<file path="config.mk">
export PLATFORM = sky130hd
export DESIGN_NAME = expmod_dispatch
export DESIGN_NICKNAME = d
export VERILOG_FILES = /design/src/rtl/expmod_pkg.sv /design/src/rtl/expmod_dispatch_rr_arbiter.sv /design/src/rtl/expmod_dispatch.sv
export SDC_FILE = /design/constraint.sdc
export NUM_CORES = 1
export LEC_CHECK = 0
export CORE_AREA = 10 10 210 212
export CTS_CLUSTER_DIAMETER = 120
export CTS_CLUSTER_SIZE = 24
export DETAILED_ROUTE_END_ITERATION = 8
export DIE_AREA = 0 0 220 222
export PLACE_DENSITY = 0.6
export SYNTH_ARGS = -nofsm -noshare
export SYNTH_HDL_FRONTEND = slang
export SYNTH_SLANG_ARGS = --single-unit
</file>
<file path="constraint.sdc">
create_clock -name clk_in -period 5.2 [get_ports clk_in]
set_clock_uncertainty 0.15 [all_clocks]
set_input_delay 1.3 -clock clk_in [delete_from_list [all_inputs] [get_ports clk_in]]
set_output_delay 1.3 -clock clk_in [all_outputs]
set_load 0.01 [all_outputs]
</file>
<file path="src/rtl/expmod_pkg.sv">
// expmod_pkg: state encoding and width helpers shared by the modexp dispatcher
// and its round-robin arbiter.
package expmod_pkg;

    // Dispatcher FSM states: one job in flight from accept to response handshake.
    typedef enum logic [1:0] {
        ST_IDLE  = 2'd0,
        ST_ISSUE = 2'd1,
        ST_WAIT  = 2'd2,
        ST_RESP  = 2'd3
    } state_t;

    // Width of a channel index; never narrower than one bit.
    function automatic int chan_idx_w(input int n);
        return (n > 1) ? $clog2(n) : 1;
    endfunction

endpackage

</file>
<file path="src/rtl/expmod_dispatch_rr_arbiter.sv">
// rr_arbiter: combinational round-robin pick. Scans the request vector starting
// at the pointer, wrapping N-1 -> 0, and returns the first requester as a
// one-hot grant plus its index.
module rr_arbiter
    import expmod_pkg::*;
#(
    parameter int N  = 4,
    parameter int IW = chan_idx_w(N)
) (
    input  logic [N-1:0]  req_i,
    input  logic [IW-1:0] ptr_i,
    output logic [N-1:0]  gnt_o,
    output logic [IW-1:0] idx_o,
    output logic          any_o
);

    int            pos;
    logic [IW-1:0] cand;

    // First requester at or after the pointer wins; later ones keep their order.
    always_comb begin
        gnt_o = '0;
        idx_o = '0;
        any_o = 1'b0;
        pos   = 0;
        cand  = '0;
        for (int i = 0; i < N; i++) begin
            pos = int'(ptr_i) + i;
            if (pos >= N) begin
                pos = pos - N;
            end
            cand = IW'(pos);
            if (!any_o && req_i[cand]) begin
                any_o       = 1'b1;
                idx_o       = cand;
                gnt_o[cand] = 1'b1;
            end
        end
    end

endmodule

</file>
<file path="src/rtl/expmod_dispatch.sv">
// expmod_dispatch: multi-channel front-end for one shared modexp core.
// Round-robin accepts one request at a time, holds its operands on the core
// interface while the core runs, and returns the result tagged with the
// source channel. A zero modulus is answered immediately with an error.
// Optional feature macro: EXPMOD_DISPATCH_TIMEOUT_EN adds a WAIT watchdog that
// answers with an error after TIMEOUT_CYCLES cycles without a core result.
module expmod_dispatch
    import expmod_pkg::*;
#(
    parameter int WIDTH          = 32,
    parameter int NUM_CH         = 4,
    parameter int TIMEOUT_CYCLES = 65535
) (
    input  logic                             clk_in,
    input  logic                             rst_in,
    input  logic [NUM_CH-1:0]                req_valid_in,
    output logic [NUM_CH-1:0]                req_ready_out,
    input  logic [NUM_CH*WIDTH-1:0]          req_value_in,
    input  logic [NUM_CH*WIDTH-1:0]          req_modulus_in,
    input  logic [NUM_CH*WIDTH-1:0]          req_exponent_in,
    output logic                             core_start_out,
    output logic [WIDTH-1:0]                 core_value_out,
    output logic [WIDTH-1:0]                 core_modulus_out,
    output logic [WIDTH-1:0]                 core_exponent_out,
    input  logic [WIDTH-1:0]                 core_result_in,
    input  logic                             core_busy_in,
    input  logic                             core_valid_in,
    output logic                             rsp_valid_out,
    input  logic                             rsp_ready_in,
    output logic [chan_idx_w(NUM_CH)-1:0]    rsp_chan_out,
    output logic [WIDTH-1:0]                 rsp_value_out,
    output logic                             rsp_error_out,
    output logic                             busy_out
);

    localparam int CHW = chan_idx_w(NUM_CH);

    if (NUM_CH < 2) begin : g_bad_num_ch
        $error("expmod_dispatch: NUM_CH must be at least 2");
    end
    if (TIMEOUT_CYCLES < 1) begin : g_bad_timeout
        $error("expmod_dispatch: TIMEOUT_CYCLES must be at least 1");
    end

    typedef struct packed {
        logic [CHW-1:0]   chan;
        logic [WIDTH-1:0] value;
        logic             error;
    } rsp_t;

    state_t           state_q, state_d;
    logic [CHW-1:0]   rr_q, rr_d;
    logic [WIDTH-1:0] op_val_q, op_val_d;
    logic [WIDTH-1:0] op_mod_q, op_mod_d;
    logic [WIDTH-1:0] op_exp_q, op_exp_d;
    rsp_t             rsp_q, rsp_d;

    logic [WIDTH-1:0] val_a [NUM_CH];
    logic [WIDTH-1:0] mod_a [NUM_CH];
    logic [WIDTH-1:0] exp_a [NUM_CH];

    logic [NUM_CH-1:0] gnt_vec;
    logic [CHW-1:0]    gnt_idx;
    logic              gnt_any;
    logic              to_hit;

    for (genvar g = 0; g < NUM_CH; g++) begin : g_unpack
        assign val_a[g] = req_value_in[g*WIDTH +: WIDTH];
        assign mod_a[g] = req_modulus_in[g*WIDTH +: WIDTH];
        assign exp_a[g] = req_exponent_in[g*WIDTH +: WIDTH];
    end

    rr_arbiter #(
        .N  (NUM_CH),
        .IW (CHW)
    ) u_arb (
        .req_i (req_valid_in),
        .ptr_i (rr_q),
        .gnt_o (gnt_vec),
        .idx_o (gnt_idx),
        .any_o (gnt_any)
    );

`ifdef EXPMOD_DISPATCH_TIMEOUT_EN
    localparam int TOW = $clog2(TIMEOUT_CYCLES + 1);

    logic [TOW-1:0] to_cnt_q, to_cnt_d;

    // Watchdog count: cleared while issuing, advances once per WAIT cycle.
    always_comb begin
        to_cnt_d = to_cnt_q;
        if (state_q == ST_ISSUE) begin
            to_cnt_d = '0;
        end else if (state_q == ST_WAIT) begin
            to_cnt_d = to_cnt_q + 1'b1;
        end
    end

    // Watchdog register.
    always_ff @(posedge clk_in) begin
        if (rst_in) begin
            to_cnt_q <= '0;
        end else begin
            to_cnt_q <= to_cnt_d;
        end
    end

    assign to_hit = (state_q == ST_WAIT) && ((to_cnt_q + 1'b1) == TOW'(TIMEOUT_CYCLES));
`else
    assign to_hit = 1'b0;
`endif

    // Next-state, capture and accept logic; only IDLE may grant, and only
    // while the core reports idle.
    always_comb begin
        state_d       = state_q;
        rr_d          = rr_q;
        op_val_d      = op_val_q;
        op_mod_d      = op_mod_q;
        op_exp_d      = op_exp_q;
        rsp_d         = rsp_q;
        req_ready_out = '0;
        case (state_q)
            ST_IDLE: begin
                if (gnt_any && !core_busy_in) begin
                    req_ready_out = gnt_vec;
                    op_val_d      = val_a[gnt_idx];
                    op_mod_d      = mod_a[gnt_idx];
                    op_exp_d      = exp_a[gnt_idx];
                    rsp_d.chan    = gnt_idx;
                    rr_d          = (gnt_idx == CHW'(NUM_CH - 1)) ? '0 : gnt_idx + 1'b1;
                    if (mod_a[gnt_idx] == '0) begin
                        // No meaningful result exists; answer without the core.
                        rsp_d.value = '0;
                        rsp_d.error = 1'b1;
                        state_d     = ST_RESP;
                    end else begin
                        state_d = ST_ISSUE;
                    end
                end
            end
            ST_ISSUE: begin
                state_d = ST_WAIT;
            end
            ST_WAIT: begin
                if (core_valid_in) begin
                    rsp_d.value = core_result_in;
                    rsp_d.error = 1'b0;
                    state_d     = ST_RESP;
                end else if (to_hit) begin
                    rsp_d.value = '0;
                    rsp_d.error = 1'b1;
                    state_d     = ST_RESP;
                end
            end
            ST_RESP: begin
                if (rsp_ready_in) begin
                    state_d = ST_IDLE;
                end
            end
            default: begin
                state_d = ST_IDLE;
            end
        endcase
    end

    // State, pointer, operand and response registers; reset drops any job.
    always_ff @(posedge clk_in) begin
        if (rst_in) begin
            state_q  <= ST_IDLE;
            rr_q     <= '0;
            op_val_q <= '0;
            op_mod_q <= '0;
            op_exp_q <= '0;
            rsp_q    <= '0;
        end else begin
            state_q  <= state_d;
            rr_q     <= rr_d;
            op_val_q <= op_val_d;
            op_mod_q <= op_mod_d;
            op_exp_q <= op_exp_d;
            rsp_q    <= rsp_d;
        end
    end

    assign core_start_out    = (state_q == ST_ISSUE);
    assign core_value_out    = op_val_q;
    assign core_modulus_out  = op_mod_q;
    assign core_exponent_out = op_exp_q;
    assign rsp_valid_out     = (state_q == ST_RESP);
    assign rsp_chan_out      = rsp_q.chan;
    assign rsp_value_out     = rsp_q.value;
    assign rsp_error_out     = rsp_q.error;
    assign busy_out          = (state_q != ST_IDLE);

endmodule
</file>
==> metrics.txt <==
share of the synthesized area in the top cell type=0.295; clock tree sinks=around 140; top_reg_cell synth=sky130_fd_sc_hd__dfxtp_1; Starting Density=0.231; wire length of the first global-routing pass=74600 um; Setup WS post-layout=0.113 ns; total leakage power=0.00606 uW; iteration count of the initial detailed-routing pass=5; number of setup violations in the final report=0; VDD IR max=roughly 0.31 mV; share of power burned in combinational logic=0.634; commonest non-fill, non-tap cells in the layout=sky130_fd_sc_hd__clkdlybuf4s50_1, sky130_fd_sc_hd__nand2_1, sky130_fd_sc_hd__nand3_1; post-synthesis mux area share=0.0231; via total after detailed routing=11781; synthesis-to-finish area growth=74.6%; number of nets in the synthesized netlist=around 1800; root buffer selected by CTS=sky130_fd_sc_hd__clkbuf_16; switching fraction of total power=0.467; Max-Slew Margin vs Limit=0.401; H-tree depth=4; portion of the post-synthesis area used by sequential elements=0.295; Post-Synth Simple-Gate Area=0.414; footprint of the multi-input gates=around 5900 sq um; Gate Count Post-Synth=approximately 1400; Crit. End Element=primary output; most common cell after layout, fill and taps aside=sky130_fd_sc_hd__clkdlybuf4s50_1; unrepaired setup endpoints after global routing=false; worst hold slack=slightly above 0.3 ns; clock tree from TritonCTS=built; Top-Level Pins=approximately 560; category of the most critical setup path=input port to primary output; insertion delay of the later-clocked pin in the worst-skew pair=0.44 ns; hold-fix buffers at CTS=0; Cells after DPL=about 2400; largest net degree at the start of global routing=around 100; kind of path behind the tightest hold check=flop to flop; CP Data Required Time=approximately 3.8 ns; fin. max-slew vios=0; Final Critical Period=5.09 ns; setup TNS=0 ns; combinational family with the most area after synthesis=simple AND/OR/NAND/NOR gates; transition time at the pin with the least slew margin=between 0.8 and 0.9 ns; final number of hold-violating endpoints=0; hold path depth=2; Core Util, Final=0.404; WP data arrival=between 3 and 4 ns; post-detailed-route via-to-cell ratio=about 4.8; overall fraction of global-route tracks in use=0.202; clock share of power=0.170; syn avg cell area=about 6.6 sq um; count of max-cap constraint violations=0; library cell with the largest summed area after synthesis=sky130_fd_sc_hd__dfxtp_1; top cells by area, synth=sky130_fd_sc_hd__dfxtp_1, sky130_fd_sc_hd__nand2_1, sky130_fd_sc_hd__nand3_1, sky130_fd_sc_hd__a2bb2o_4, sky130_fd_sc_hd__a21oi_1; Avg WL per Cell=between 20 and 25 um; Overflow after GRT=0; Placeable Area=39600 sq um; proportion of layout cells with a drive suffix above 1=0.0678; max frequency=between 0.15 and 0.2 GHz; y dimension of the die=approximately 220 um; number of enable flip-flop cells after synthesis=0; adder and majority gate portion of the synthesized area=0.0164; synthesis warning total=0; power dissipated by switching net loads=3570 uW; antenna violations before repair=6; number of global-route vias before repair=~11000; synthesized-area fraction occupied by xor and xnor cells=0.000956; largest fanout of any net on the critical path=6; total internal power=a little over 4000 uW; CTS clock-pin slew for the worst setup and hold paths=roughly 0.060 ns; Port Buffers=roughly 560; netlist area before placement=roughly 9200 sq um; Final Routed Wirelength=roughly 50000 um; complex-gate fraction of the synthesized area=0.180; final HPWL from detailed placement=41100 um; Cell Count, Final, Fillers Out=around 2400; routability congestion estimate from global placement=about 0.94; Iteration-0 DRC Markers=between 800 and 900; buffers from clock root to sink, at most=2; fin nets=about 2300; Worst setup SP type=input port; Horiz. Die Dim=220 um; TritonCTS buffer count=17; Cell Pwr Density=approximately 480 nW/um^2; share of the clock period used by the worst path=0.978; status=finished, final reports clean; sequential share of power=0.196; number of different library cells in the post-synthesis netlist=61; Worst Reg-to-Reg Cells=14; Row Count=between 70 and 80; die footprint=roughly 50000 sq um; number of fill cells=about 4100; Worst Setup Slack post-DPL=-0.0488 ns; post-synthesis register bit count=between 100 and 150; sequential cell area in the final layout=around 2700 sq um; final routed DRC violation total=0; antenna viol nets, final=0; share of synthesized registers carrying an async set or reset=0
-- flip-flops by register name, indices dropped and copies added, names as in the netlist --
name and count:
rsp_value_out 32, rsp_chan_out 2, core_value_out 32, state_q 2, rsp_error_out 1, core_modulus_out 32
rr_q 2, core_exponent_out 32
-- synth_stat cells (all sizes together), types with 2 or more instances --
cell type    n
inv         40
a22oi        5
mux4         3
a2bb2o      32
a31oi        3
and3b        2
a311oi       4
a221oi       5
ha          12
nor2b        6
a222oi       2
a211oi       4
dfxtp      135
mux2         3
nand2b       3
nor3b        2
nor2        31
o22ai        3
a21oi      105
nand3      281
nand2      477
a211o        2
nor3        17
nand4        8
or2          2
clkbuf      95
and2         2
nor4        25
o211ai       6
mux2i       11
a21o         2
o21ai       15
or3          7
buf         21
-- final cells by class --
class                           count  area share
Timing Repair Buffer              605       0.374
Multi-Input combinational cell   1093       0.368
Sequential cell                   135       0.169
Tap cell                          525      0.0411
Clock buffer                       21      0.0294
Inverter                           40     0.00939
Clock inverter                     10     0.00899
Antenna cell                        3    0.000469
-- final timing paths --
check	startpoint	to	slack [ns]
max reg2reg	rr_q[1]	rsp_value_out[0]	0.71
max	req_valid_in[3]	req_ready_out[0]	0.11
min reg2reg	core_modulus_out[0]	core_modulus_out[0]	0.30
min	core_modulus_out[0]	core_modulus_out[0]	0.30
-- per-layer routing --
metal  global-route usage  share of wire
met4               0.0524          0.018
met1                0.242           0.41
met5                    0        0.00087
met3               0.0638          0.078
met2                0.339           0.49
-- power by group through the flow --
stage | Clock (uW) | Combinational (uW) | Sequential, uW
5_1_grt | 1390 | 5350 | 1540
4_1_cts | 1350 | 4880 | 1500
3_5_place_dp | 0 | 4870 | 1520
3_3_place_gp | 0 | 4850 | 1510
2_1_floorplan | 0 | 2760 | 1630
6_report | 1300 | 4850 | 1500
-- repair_timing --
action                                  CTS  global route
setup buffers                             0             1
endpoints found under the setup margin    2             1
hold endpoints to repair                  0             0
gates resized for setup                   1             0
-- critical path, cell delays in order --
cell	delay, ns
sky130_fd_sc_hd__clkdlybuf4s50_1	0.48
sky130_fd_sc_hd__mux4_2	0.60
sky130_fd_sc_hd__buf_4	0.20
sky130_fd_sc_hd__a22oi_1	0.18
sky130_fd_sc_hd__nor2_1	0.06
sky130_fd_sc_hd__a221oi_1	0.25
sky130_fd_sc_hd__nor2_1	0.08
sky130_fd_sc_hd__clkdlybuf4s50_1	0.50
-- kinds of logic after synthesis --
group,Yosys count
fa+ha+maj,12
xor+xnor,1
flops,135
mux,17
simple gates,865
buf+inv,156
compound gates,198
-- through the flow --
step	power, uW	instance area (sq um)
after CTS	7730	16000
after floorplan	4390	9160
after global placement	6360	15400
after global routing	8270	16000
after detailed placement	6390	15400
final	7640	16000
Note: power is estimated with default switching activity, not from simulation.
